===== src/rtl/mdu_iterative.sv =====
// Iterative multiply/divide unit with architectural HI/LO registers.
// Radix-2 shift-add multiply and restoring divide, one bit per cycle over WIDTH cycles.
module mdu_iterative #(
    parameter int unsigned WIDTH = 32
) (
    input  logic             clk,
    input  logic             rst_n,
    input  logic             start,
    input  logic [2:0]       op,
    input  logic [WIDTH-1:0] A,
    input  logic [WIDTH-1:0] B,
    output logic             busy,
    output logic             done,
    output logic [WIDTH-1:0] hi,
    output logic [WIDTH-1:0] lo,
    output logic             div0
);

    localparam int unsigned CW = $clog2(WIDTH) + 1;
    localparam logic [CW-1:0] CNT_INIT = CW'(WIDTH);
    localparam logic [CW-1:0] CNT_ONE  = CW'(1);

    typedef enum logic [1:0] {S_IDLE, S_CALC, S_DONE} state_e;

    state_e               state_q, state_d;
    logic [CW-1:0]        cnt_q, cnt_d;
    logic [2*WIDTH-1:0]   acc_q, acc_d;
    logic [WIDTH-1:0]     dsr_q, dsr_d;
    logic [WIDTH-1:0]     a_q, a_d;
    logic                 is_div_q, is_div_d;
    logic                 neg_q, neg_d;
    logic                 neg_rem_q, neg_rem_d;
    logic                 bz_q, bz_d;
    logic [WIDTH-1:0]     hi_q, hi_d;
    logic [WIDTH-1:0]     lo_q, lo_d;
    logic                 div0_q, div0_d;

    logic                 accept, mt_write, is_signed;
    logic [WIDTH-1:0]     a_mag, b_mag;
    logic [WIDTH:0]       mul_sum, rem_sh, trial;
    logic [2*WIDTH-1:0]   mul_next, div_next, step, prod;

    assign accept    = (state_q == S_IDLE) && start && !op[2];
    assign mt_write  = (state_q == S_IDLE) && start && (op[2:1] == 2'b10);
    assign is_signed = !op[0];
    assign a_mag     = (is_signed && A[WIDTH-1]) ? -A : A;
    assign b_mag     = (is_signed && B[WIDTH-1]) ? -B : B;

    // Multiply: accumulate into the upper half, shift the multiplier out of the lower half.
    assign mul_sum  = {1'b0, acc_q[2*WIDTH-1:WIDTH]} + {1'b0, (acc_q[0] ? dsr_q : '0)};
    assign mul_next = {mul_sum, acc_q[WIDTH-1:1]};

    // Divide: remainder in the upper half, dividend bits shift out as quotient bits shift in.
    assign rem_sh   = {acc_q[2*WIDTH-1:WIDTH], acc_q[WIDTH-1]};
    assign trial    = rem_sh - {1'b0, dsr_q};
    assign div_next = trial[WIDTH] ? {rem_sh[WIDTH-1:0], acc_q[WIDTH-2:0], 1'b0}
                                   : {trial[WIDTH-1:0],  acc_q[WIDTH-2:0], 1'b1};

    assign step = is_div_q ? div_next : mul_next;
    assign prod = neg_q ? -step : step;

    always_ff @(posedge clk or negedge rst_n) begin
        if (!rst_n) begin
            state_q <= S_IDLE;
        end else begin
            state_q <= state_d;
        end
    end

    always_comb begin
        state_d = state_q;
        unique case (state_q)
            S_IDLE:  if (accept) state_d = S_CALC;
            S_CALC:  if (cnt_q == CNT_ONE) state_d = S_DONE;
            S_DONE:  state_d = S_IDLE;
            default: state_d = S_IDLE;
        endcase
    end

    always_comb begin
        busy = (state_q != S_IDLE);
        done = (state_q == S_DONE);
    end

    always_comb begin
        cnt_d     = cnt_q;
        acc_d     = acc_q;
        dsr_d     = dsr_q;
        a_d       = a_q;
        is_div_d  = is_div_q;
        neg_d     = neg_q;
        neg_rem_d = neg_rem_q;
        bz_d      = bz_q;
        hi_d      = hi_q;
        lo_d      = lo_q;
        div0_d    = div0_q;
        if (accept) begin
            cnt_d     = CNT_INIT;
            a_d       = A;
            is_div_d  = op[1];
            bz_d      = (B == '0);
            neg_d     = is_signed && (A[WIDTH-1] ^ B[WIDTH-1]);
            neg_rem_d = is_signed && A[WIDTH-1];
            div0_d    = 1'b0;
            if (op[1]) begin
                acc_d = {{WIDTH{1'b0}}, a_mag};
                dsr_d = b_mag;
            end else begin
                acc_d = {{WIDTH{1'b0}}, b_mag};
                dsr_d = a_mag;
            end
        end else if (mt_write) begin
            if (op[0]) lo_d = A;
            else       hi_d = A;
        end else if (state_q == S_CALC) begin
            cnt_d = cnt_q - CNT_ONE;
            acc_d = step;
            // Sign fix-up is applied on the final iteration so HI/LO change only on the DONE edge.
            if (cnt_q == CNT_ONE) begin
                if (!is_div_q) begin
                    hi_d = prod[2*WIDTH-1:WIDTH];
                    lo_d = prod[WIDTH-1:0];
                end else if (bz_q) begin
                    hi_d   = a_q;
                    lo_d   = '1;
                    div0_d = 1'b1;
                end else begin
                    hi_d = neg_rem_q ? -step[2*WIDTH-1:WIDTH] : step[2*WIDTH-1:WIDTH];
                    lo_d = neg_q ? -step[WIDTH-1:0] : step[WIDTH-1:0];
                end
            end
        end
    end

    always_ff @(posedge clk or negedge rst_n) begin
        if (!rst_n) begin
            cnt_q     <= '0;
            acc_q     <= '0;
            dsr_q     <= '0;
            a_q       <= '0;
            is_div_q  <= 1'b0;
            neg_q     <= 1'b0;
            neg_rem_q <= 1'b0;
            bz_q      <= 1'b0;
            hi_q      <= '0;
            lo_q      <= '0;
            div0_q    <= 1'b0;
        end else begin
            cnt_q     <= cnt_d;
            acc_q     <= acc_d;
            dsr_q     <= dsr_d;
            a_q       <= a_d;
            is_div_q  <= is_div_d;
            neg_q     <= neg_d;
            neg_rem_q <= neg_rem_d;
            bz_q      <= bz_d;
            hi_q      <= hi_d;
            lo_q      <= lo_d;
            div0_q    <= div0_d;
        end
    end

    assign hi   = hi_q;
    assign lo   = lo_q;
    assign div0 = div0_q;

endmodule


===== config.mk =====
export PLATFORM = sky130hd
export DESIGN_NAME = mdu_iterative
export DESIGN_NICKNAME = d
export VERILOG_FILES = /design/src/rtl/mdu_iterative.sv
export SDC_FILE = /design/constraint.sdc
export NUM_CORES = 1
export LEC_CHECK = 0
export CAP_MARGIN = 20
export CORE_MARGIN = 1.5
export CORE_UTILIZATION = 50
export DETAILED_ROUTE_END_ITERATION = 6
export PLACE_DENSITY_LB_ADDON = 0.1
export SETUP_SLACK_MARGIN = 0.3
export SLEW_MARGIN = 5
export SYNTH_ARGS = -nofsm -noshare
export SYNTH_HDL_FRONTEND = slang
export SYNTH_SLANG_ARGS = --single-unit

===== constraint.sdc =====
create_clock -name clk -period 9.35 [get_ports clk]
set_clock_uncertainty 0.1 [all_clocks]
set_input_delay 0.935 -clock clk [delete_from_list [all_inputs] [get_ports clk]]
set_output_delay 0.935 -clock clk [all_outputs]
set_load 0.01 [all_outputs]

### After elaboration in Yosys (flattened, before gate mapping)

Index checks and enable logic that the tools add are counted.

| storage, ports and cells | value |
|---|---|
| register bits after elaboration | 205 |
| latch bits | 0 |
| RAM bits | 0 |
| ROM bits | 0 |
| input bits | 70 |
| output and inout port bits | 67 |
| logic and storage cells | 90 |
| memories | 0 |

| operators by class | value |
|---|---|
| add/subtract/negate cells | 8 |
| multiply operators | 0 |
| div/mod/pow operators | 0 |
| $lt $le $gt $ge | 0 |
| equal/unequal tests | 9 |
| shifts and indexed selects | 0 |
| mux-type cells | 37 |
| bitwise logic cells | 2 |
| reduce and logical (&&, ||, !) cells | 22 |

Operators by type and width:

| operator | count |
|---|---|
| 32-bit 2-to-1 mux | 19 |
| 64-bit 2-to-1 mux | 6 |
| 32-bit negator | 4 |
| 64-bit negator | 1 |
| 32-bit by 32-bit adder with 33-bit output | 1 |
| 33-bit by 32-bit subtractor with 33-bit output | 1 |
| 32-bit logical NOT | 1 |
| 6-bit 2-to-1 mux | 3 |
| 2-bit nonzero test | 7 |
| 2-bit inequality test, second input constant | 5 |
| 4-bit AND reduction | 2 |
| 6-bit by 1-bit == test with 1-bit output, second input constant | 1 |
| 1-bit logical AND | 6 |
| 1-bit 2-to-1 mux | 6 |
| 6-bit by 1-bit subtractor with 6-bit output, second input constant | 1 |
| 5-bit AND reduction | 1 |
| 2-bit == test, second input constant | 2 |
| 2-bit 2-to-1 mux | 2 |
| 2-bit one-hot mux with 2 select lines | 1 |
| 2-bit AND reduction | 2 |
| 2-bit by 1-bit == test with 1-bit output, second input constant | 1 |
| 1-bit logical NOT | 2 |
| 2-bit logical NOT | 1 |
| 1-bit NOT | 1 |
| 1-bit XOR | 1 |

### Longest topological paths before layout

| depth | value |
|---|---|
| depth after elaboration | 10 |
| depth in mapped cells | 24 |
| gate-level depth less buffers | 23 |

### Worst setup path after synthesis

No wires, ideal clock.

| timing path | value |
|---|---|
| path kind | register to register |
| from | register acc_q[31] |
| to | register hi_q[12] (netlist: hi[12]) |
| setup time | 0.083 ns |
| arrival time | 5.169 ns |
| data required time | 9.167 ns |
| path slack | 3.999 ns |
| stages on the path, launching flop included | 25 |
| buffers on the path | 1 |
| clock period less this slack | 5.351 ns |
| cell sequence | dfrtp_1 inv_1 ha_1 inv_1 fa_1 a211oi_1 o211ai_2 nand3_1 a21oi_2 or3_1 nand2_1 nor2_1 a21oi_1 ha_1 o2111ai_1 nor2_1 o21ai_0 or3_1 or2_2 clkbuf_1 or3_4 o21ai_0 xor2_1 a221o_1 o21ai_0 |

| between the ends | value |
|---|---|
| longest elaborated chain between the ends | 10 |
| elaborated cells on any way between the ends | 12 |
| those cells by class | add/sub (3); mux (9) |

Ends and longest elaborated chain:

| element | line | source |
|---|---|---|
| start, declared | 27 | `logic [2*WIDTH-1:0] acc_q, acc_d;` |
| start signal, assigned | 138 | `acc_q <= '0;` |
| start signal, assigned | 150 | `acc_q <= acc_d;` |
| 33-bit by 32-bit subtractor with 33-bit output | 55 | `assign trial = rem_sh - {1'b0, dsr_q};` |
| 64-bit 2-to-1 mux | 56 | `assign div_next = trial[WIDTH] ? {rem_sh[WIDTH-1:0], acc_q[WIDTH-2:0], 1'b0}` |
| 64-bit 2-to-1 mux (*) | 59 | `assign step = is_div_q ? div_next : mul_next;` |
| 32-bit negator | 128 | `hi_d = neg_rem_q ? -step[2*WIDTH-1:WIDTH] : step[2*WIDTH-1:WIDTH];` |
| 32-bit 2-to-1 mux | 128 |  |
| 32-bit 2-to-1 mux | 123 | `end else if (bz_q) begin` |
| 32-bit 2-to-1 mux (*) | 120 | `if (!is_div_q) begin` |
| 32-bit 2-to-1 mux (*) | 119 | `if (cnt_q == CNT_ONE) begin` |
| 32-bit 2-to-1 mux (*) | 115 | `end else if (state_q == S_CALC) begin` |
| 32-bit 2-to-1 mux (*) | 112 | `end else if (mt_write) begin` |
| end signal, assigned | 157 | `hi_q <= hi_d;` |
| end, declared | 34 | `logic [WIDTH-1:0] hi_q, hi_d;` |

Mark *: on every way between the ends. The rest lies on a longest branch, timed or not. The select of a mux whose other input is x is not followed.
A chain may end at the register's enable or synchronous reset.

### Worst setup path after layout

Ends and elaborated chain as after synthesis.

==> flow_metrics.py <==
metrics = {
    "routing": {
        "drt_wl_total_mm": 77.1,
        "antenna_left": 0,
        "via_per_inst": 6.53,
        "drc": 1,
        "vias": 19519,
        "dr.pass1.iters": 7,
        "wire_per_inst_um": 25.8,
        "drt_iter0_drc": 2093,
    },
    "floorplan": {
        "ios": 137,
        "core_area_um2": 36500,
        "die_x_um": 195,
        "die_area_um2": 38100,
        "rows": 70,
        "initial_core_util_pct": 50.6,
        "dieHeight_um": 195,
    },
    "critical_path": {
        "crit_fanout": 22,
        "max_stage_delay_ps": 790,
        "critPathKind": "register to register",
        "cp-end-kind": "register",
        "crit_arrival_ps": 7030,
        "worstPathCellList": "inv_1 -> ha_1 -> inv_1 -> fa_1 -> a211oi_1 -> o211ai_2 -> nand3_1 -> a21oi_2 -> or3_1 -> nand2_1 -> nor2_1 -> a21oi_1 -> ha_1 -> o2111ai_1 -> nor2_1 -> o21ai_0 -> or3_1 -> or2_2 -> or3_4 -> o21ai_0 -> xor2_1 -> a221o_1 -> o21ai_0",
        "required_ps": 9740,
        "cpMostUsedCell": "o21ai_0",
        "cpMaxStageDelayCell": "or3_1",
        "cp-start-kind": "register",
    },
    "hold_path": {
        "hold_path.class": "primary input to asynchronous set/reset pin",
    },
    "sta": {
        "timing.slew.headroom_pct": 23.5,
        "hold_viol_final": 0,
        "worst_pin_slew_ps": 1150,
        "fin_crit_sh_pct": 71.0,
        "tns_ps": 0,
        "rsz0062_at_grt": "no",
        "slew_violations": 0,
        "clock.fmax_mhz": 151,
        "finalSetupViolCount": 0,
        "min_period_ps": 6640,
    },
    "cts": {
        "clkSlewWorstSetupHoldPaths_ps": 60,
        "cts_made_buffers": 27,
        "clk_latency_ps": 600,
        "cts_tree": "yes",
        "cts_root_buf": "clkbuf_16",
        "ctsHoldBuffers": 0,
        "post_cts_buffers": 0,
        "clock_sink_count": 205,
        "cts_buffer_depth": 3,
        "htree_levels": 1,
        "cts_resized": 0,
    },
    "synthesis": {
        "yosys-top-cells-area": "dfrtp_1, nand2_1, o21ai_0",
        "synthAdderAreaFrac_pct": 4.96,
        "synth_common_cells": "nand2_1, o21ai_0, dfrtp_1",
        "synth_cells": 2463,
        "synth_xor_area_share_pct": 8.06,
        "synth.distinct_cells": 93,
        "synth-edff-count": 0,
        "yosysMostFrequentCell": "nand2_1",
        "yosysSeqAreaShare_pct": 27.8,
        "syn_avg_cell_area_um2": 7.50,
        "synth_top_area_share_pct": 27.8,
        "syn_area_um2": 18500,
        "synth_top_family_by_area": "compound AO/OA/AOI/OAI gates",
        "synthMuxAreaShare_pct": 3.48,
        "ys_seq_elements": 205,
        "yosys_warnings": 0,
        "synthSimpleGateAreaFrac_pct": 23.5,
        "synthFlopType": "dfrtp_1",
        "async_flop_share_pct": 100,
        "synth_fp_nets": 2605,
        "yosysTopAreaCell": "dfrtp_1",
        "synth_compound_area_share_pct": 27.1,
    },
    "cells_and_area": {
        "drive_gt1_share_pct": 5.91,
        "nNetsFinal": 2643,
        "diodes": 0,
        "area_growth_pct": 13.9,
    },
    "placed_design": {
        "io_buffers": 136,
        "hpwl_mm": 58.2,
        "gp_congestion": 0.968,
    },
    "grt": {
        "grt_pass1_wl_mm": 114,
        "grt_overflow": 0,
        "grt_start_max_net_pins": 94,
        "gr-usage-all-layers_pct": 39.8,
        "grt_pass1_vias": 18360,
        "antenna_found_initial": 1,
    },
    "outcome": {
        "violations": "design-rule violations",
        "status": "complete, but fails checks",
    },
    "run": {
        "maxCapViolCount": 0,
    },
}
-- critical path: cells and delay by family (launching register included) --
kind / cells / cell delay [ps]
adder cells (fa/ha/maj): 3 / 860
buffers and inverters: 2 / 150
AND/OR/NAND/NOR: 8 / 2770
flip-flops: 1 / 410
XOR/XNOR: 1 / 100
AO/OA/AOI/OAI: 9 / 2150
-- final timing paths --
path | start | to | slack, ps | depth (start not counted)
worst min-delay path | rst_n | acc_q[49]$_DFFE_PN0P_ | 180 | 1
worst max register to register | acc_q[31]$_DFFE_PN0P_ | hi[12]$_DFFE_PN0P_ | 2710 | 23
max in group asynchronous | rst_n | lo[19]$_DFFE_PN0P_ | 6770 | 3
worst max-delay path | acc_q[31]$_DFFE_PN0P_ | hi[12]$_DFFE_PN0P_ | 2710 | 23
worst min register to register | a_q[7]$_DFFE_PN0P_ | a_q[7]$_DFFE_PN0P_ | 370 | 2
min in group clk | a_q[7]$_DFFE_PN0P_ | a_q[7]$_DFFE_PN0P_ | 370 | 2
-- per-layer routing --
layer / vias to the layer above / wire length (µm) / GRT usage (%)
met1: 9359 / 30900 / 51.2
met3: 227 / 6960 / 7.96
met5: - / 0 / 0
met4: 0 / 5740 / 25.6
met2: 934 / 33500 / 61.1
li1: 8999 / - / -
-- logic make-up after synthesis --
logic type | Yosys count
flip-flops | 205
AO/OA/AOI/OAI | 785
adder cells (fa/ha/maj) | 72
AND/OR/NAND/NOR | 930
buffers and inverters | 238
XOR/XNOR | 170
multiplexers | 63
-- layout by cell type, fill, tap and decap left out, drive strengths merged, types with 8 or more instances in the layout --
cell type / n
a211oi: 26
a21boi: 9
a21o: 33
a21oi: 162
a31oi: 34
and2: 45
and3: 11
buf: 43
clkbuf: 37
clkdlybuf4s50: 134
dfrtp: 205
ha: 70
inv: 73
mux2: 9
mux2i: 54
nand2: 398
nand2b: 15
nand3: 81
nand3b: 9
nand4: 29
nor2: 159
nor2b: 15
nor3: 68
nor4: 25
o2111ai: 15
o211ai: 34
o21a: 19
o21ai: 261
o21bai: 8
o221ai: 25
o22ai: 40
o31ai: 27
o41ai: 12
or2: 18
or3: 27
or4: 11
xnor2: 83
xor2: 87
-- state kept, by name, indices dropped and copies added, names as in the netlist --
signal     cells
is_div_q       1
lo            32
cnt_q          6
acc_q         64
neg_rem_q      1
a_q           32
div0           1
dsr_q         32
hi            32
neg_q          1
state_q        2
bz_q           1
-- layout make-up --
| type | instances | area (µm²) |
|---|---|---|
| clock buffer | 37 | 753 |
| tap | 468 | 586 |
| timing repair buffer | 177 | 1670 |
| sequential | 205 | 5130 |
| multi-input combinational | 2020 | 12400 |
| clock inverter | 11 | 205 |
| fill | 3488 | 15500 |
| inverter | 70 | 263 |
-- metrics by stage --
step / util, % / hold WS [ps] / instances / setup slack, ps / cell area (µm²)
after floorplan: - / 338 / 2463 / 4000 / 18500
after global placement: 54.9 / 353 / 2938 / 3040 / 20100
after detailed placement: 54.9 / 358 / 2939 / 2840 / 20100
after CTS: 57.6 / 224 / 2987 / 2840 / 21000
after global routing: 57.6 / 248 / 2988 / 2300 / 21000
final: 57.6 / 184 / 2988 / 2710 / 21000
Power is left out: the tool's default activity adds up to more than one toggle a clock period on the data nets, which glitch-free logic cannot reach.
==> patch, RTL diff (config.mk and constraints unchanged) <==
The 3 states of `state_e` get a one-hot encoding in 3 bits.
--- a/src/rtl/mdu_iterative.sv
+++ b/src/rtl/mdu_iterative.sv
@@ -20,7 +20,7 @@
     localparam logic [CW-1:0] CNT_INIT = CW'(WIDTH);
     localparam logic [CW-1:0] CNT_ONE  = CW'(1);
 
-    typedef enum logic [1:0] {S_IDLE, S_CALC, S_DONE} state_e;
+    typedef enum logic [2:0] {S_IDLE = 3'b001, S_CALC = 3'b010, S_DONE = 3'b100} state_e;
 
     state_e               state_q, state_d;
     logic [CW-1:0]        cnt_q, cnt_d;
Formal check against the unedited RTL: no difference found for any inputs over 4 cycles, from zero or initial values and one cycle with rst_n low; so few cycles prove little.
==> patch against the original RTL <==
Synthesized cell count grew 4.6%; sequential cell count grew 1; setup slack lost 0.068 ns; synthesized area grew 4.0%; hold slack gained 0.0093 ns; global-route usage grew 1.6 points; count of clock-buffer cells in the layout shrank 4; design area grew 3.5%; routed wire length grew 6.3%; critical path type unchanged; largest cell class unchanged.
==> patch: results (changes against the original RTL) <==
* Status: completed
* Detailed placement HPWL at 62600 um (+7.7%)
* Endpoints failing hold at 0 (unchanged)
* Total global-route track usage at 0.414 (+0.0159)
* Final RePlAce weighted congestion at 1.05 (+8.7%)
* Asr flop ratio synth at 1.00 (unchanged)
* Top cells by area, synth: dfrtp_1 (27%), nand2_1 (7.5%), o21ai_0 (6.7%)
* Worst min path class: in -> async
* Syn. warnings at 0 (unchanged)
* Proportion of synthesized chip area in sequential cells at 0.268 (-0.00935)
* First-pass GRT wire length at 121000 um (+5.8%)
* Inserted Clock Buffers at 27 (unchanged)
* Post-cts resize count at 0 (unchanged)
* Worst skew pair latency at 0.58 ns (-0.02 ns)
* Max reg flops at 64 (unchanged)
* Vias in the first global route at 19436 (+5.9%)
* PortBufs at 136 (unchanged)
* Pre-antenna DRT Iters at 6 (-1)
* Worst-path clk slew at 0.06 ns (about the same)
* Top reg by flops: acc_q
* Post-CTS Repair Setup Buffers at 0 (unchanged)
* Antenna violations before repair at 2 (+1)
* Detailed Route WL at 81900 um (+6.3%)
* Mux cell area share after synthesis at 0.0291 (-0.00571)
* FILL cells at 3575 (+2.5%)
* Worst Path Arrival at 7.09 ns (+0.06 ns)
* Synthesized-area fraction occupied by adder cells at 0.0477 (-0.00191)
* CP max stage delay at 0.61 ns (-0.18 ns)
* Htree depth at 1 (unchanged)
* Crit-path slowest cell: nand3_2
* Worst-path fanout max at 26 (+18%)
* Post-synth cell types at 97 (+4.3%)
* Largest net degree at the start of global routing at 96 (+2.1%)
* Share of cells above drive strength 1 at 0.0610 (+0.00187)
* Leakage Power at 8.73 nW
* Critical path's top delay family: compound AO/OA/AOI/OAI gates
* Worst Tran Pin Value at 1.09 ns (-0.0529 ns)
* Area fraction in compound gates after synthesis at 0.288 (+0.0170)
* Root buffer cell: clkbuf_16
* XOR/XNOR Fraction of Synth Area at 0.0848 (+0.00419)
* DRT iter0 DRCs at 2398 (+15%)
* Syn_nets at 2719 (+4.4%)
* Max clock buf depth at 3 (unchanged)
* Vias per cell at 6.62 (+1.3%)
* Worst vdd ir at ~0.00016 V
* Synth cell count leaders: nand2_1 (385), o21ai_0 (257), a21oi_1 (215)
* R2r setup slk at 2.64 ns (-0.07 ns)
* Ys flop type: dfrtp_1
patch: changes by cell type in the layout (fill, tap and decap cells not counted), moves of 11 or more:
cell | before | now
nand3_1 | 81 | 41
a22o_1 | 3 | 23
o221ai_1 | 25 | 6
a21oi_1 | 157 | 214
xnor2_1 | 83 | 110
a21o_1 | 33 | 22
xor2_1 | 87 | 76
nor3_1 | 67 | 79
o211ai_1 | 33 | 65
o21ai_1 | 5 | 22
nor2_1 | 156 | 200
nor3b_1 | 4 | 15
nand2_1 | 397 | 385
patch: cells by family after synthesis:
logic type,count (synthesis)
buf+inv,250
mux,55
simple gates,945
compound gates,863
fa+ha+maj,72
xor+xnor,186
flops,206
patch: cell type report:
type,instances,area (sq um),area share
clock buffers,33,708,0.0326
repair buffers,167,1620,0.0745
multi-input cells,2121,13100,0.602
flip-flops and latches,206,5160,0.237
clock inverters,17,235,0.0108
inverters,79,297,0.0136
well taps,511,639,0.0294
diodes,1,2.50,0.000115
patch: stage by stage:
stage / std cells / setup WS, ns / instance area [sq um] / hold WS [ns]
finish: 3135 / 2.64 / 21800 / 0.193
global route: 3134 / 2.29 / 21800 / 0.257
CTS: 3131 / 2.81 / 21700 / 0.259
detailed placement: 3081 / 2.88 / 20800 / 0.355
global placement: 3081 / 3.04 / 20800 / 0.350
floorplan: 2577 / 4.28 / 19200 / 0.337
patch: worst paths after layout:
path	startpoint	end	cells past startpoint
max in group asynchronous	rst_n	a_q[11]	2
worst max-delay path	acc_q[31]	hi[24]	25
worst min register to register	a_q[5]	a_q[5]	2
worst max register to register	acc_q[31]	hi[24]	25
min in group clk	a_q[5]	a_q[5]	2
worst min-delay path	rst_n	dsr_q[20]	1
patch: power by group:
group,internal (W),switching (W)
Sequential,0.00115,0.000282
Combinational,0.00130,0.00234
Clock,0.000680,0.000447
Total,0.00314,0.00307
patch: worst register-to-register path: stages (launching register included):
cell	delay (ns)
dfrtp_1	0.45
inv_1	0.09
ha_1	0.16
inv_1	0.05
fa_1	0.44
a211oi_2	0.28
o211ai_1	0.24
and3_1	0.27
o21ai_2	0.35
nand3_2	0.61
a21oi_1	0.42
a211oi_1	0.13
a21o_1	0.23
inv_1	0.20
ha_1	0.29
nand2_1	0.12
nor2_1	0.18
nand4_1	0.12
mux2_2	0.31
and3_1	0.19
a211oi_2	0.34
nand4_1	0.22
o31ai_1	0.30
xor2_1	0.12
a21o_1	0.20
a211oi_1	0.23
patch: metal layers:
layer,global-route usage,routed length (um),up-vias
met4,0.274,6320,0
met3,0.0604,7610,268
li1,-,-,9360
met2,0.652,36600,1152
met1,0.527,31500,9962
met5,0,0,-
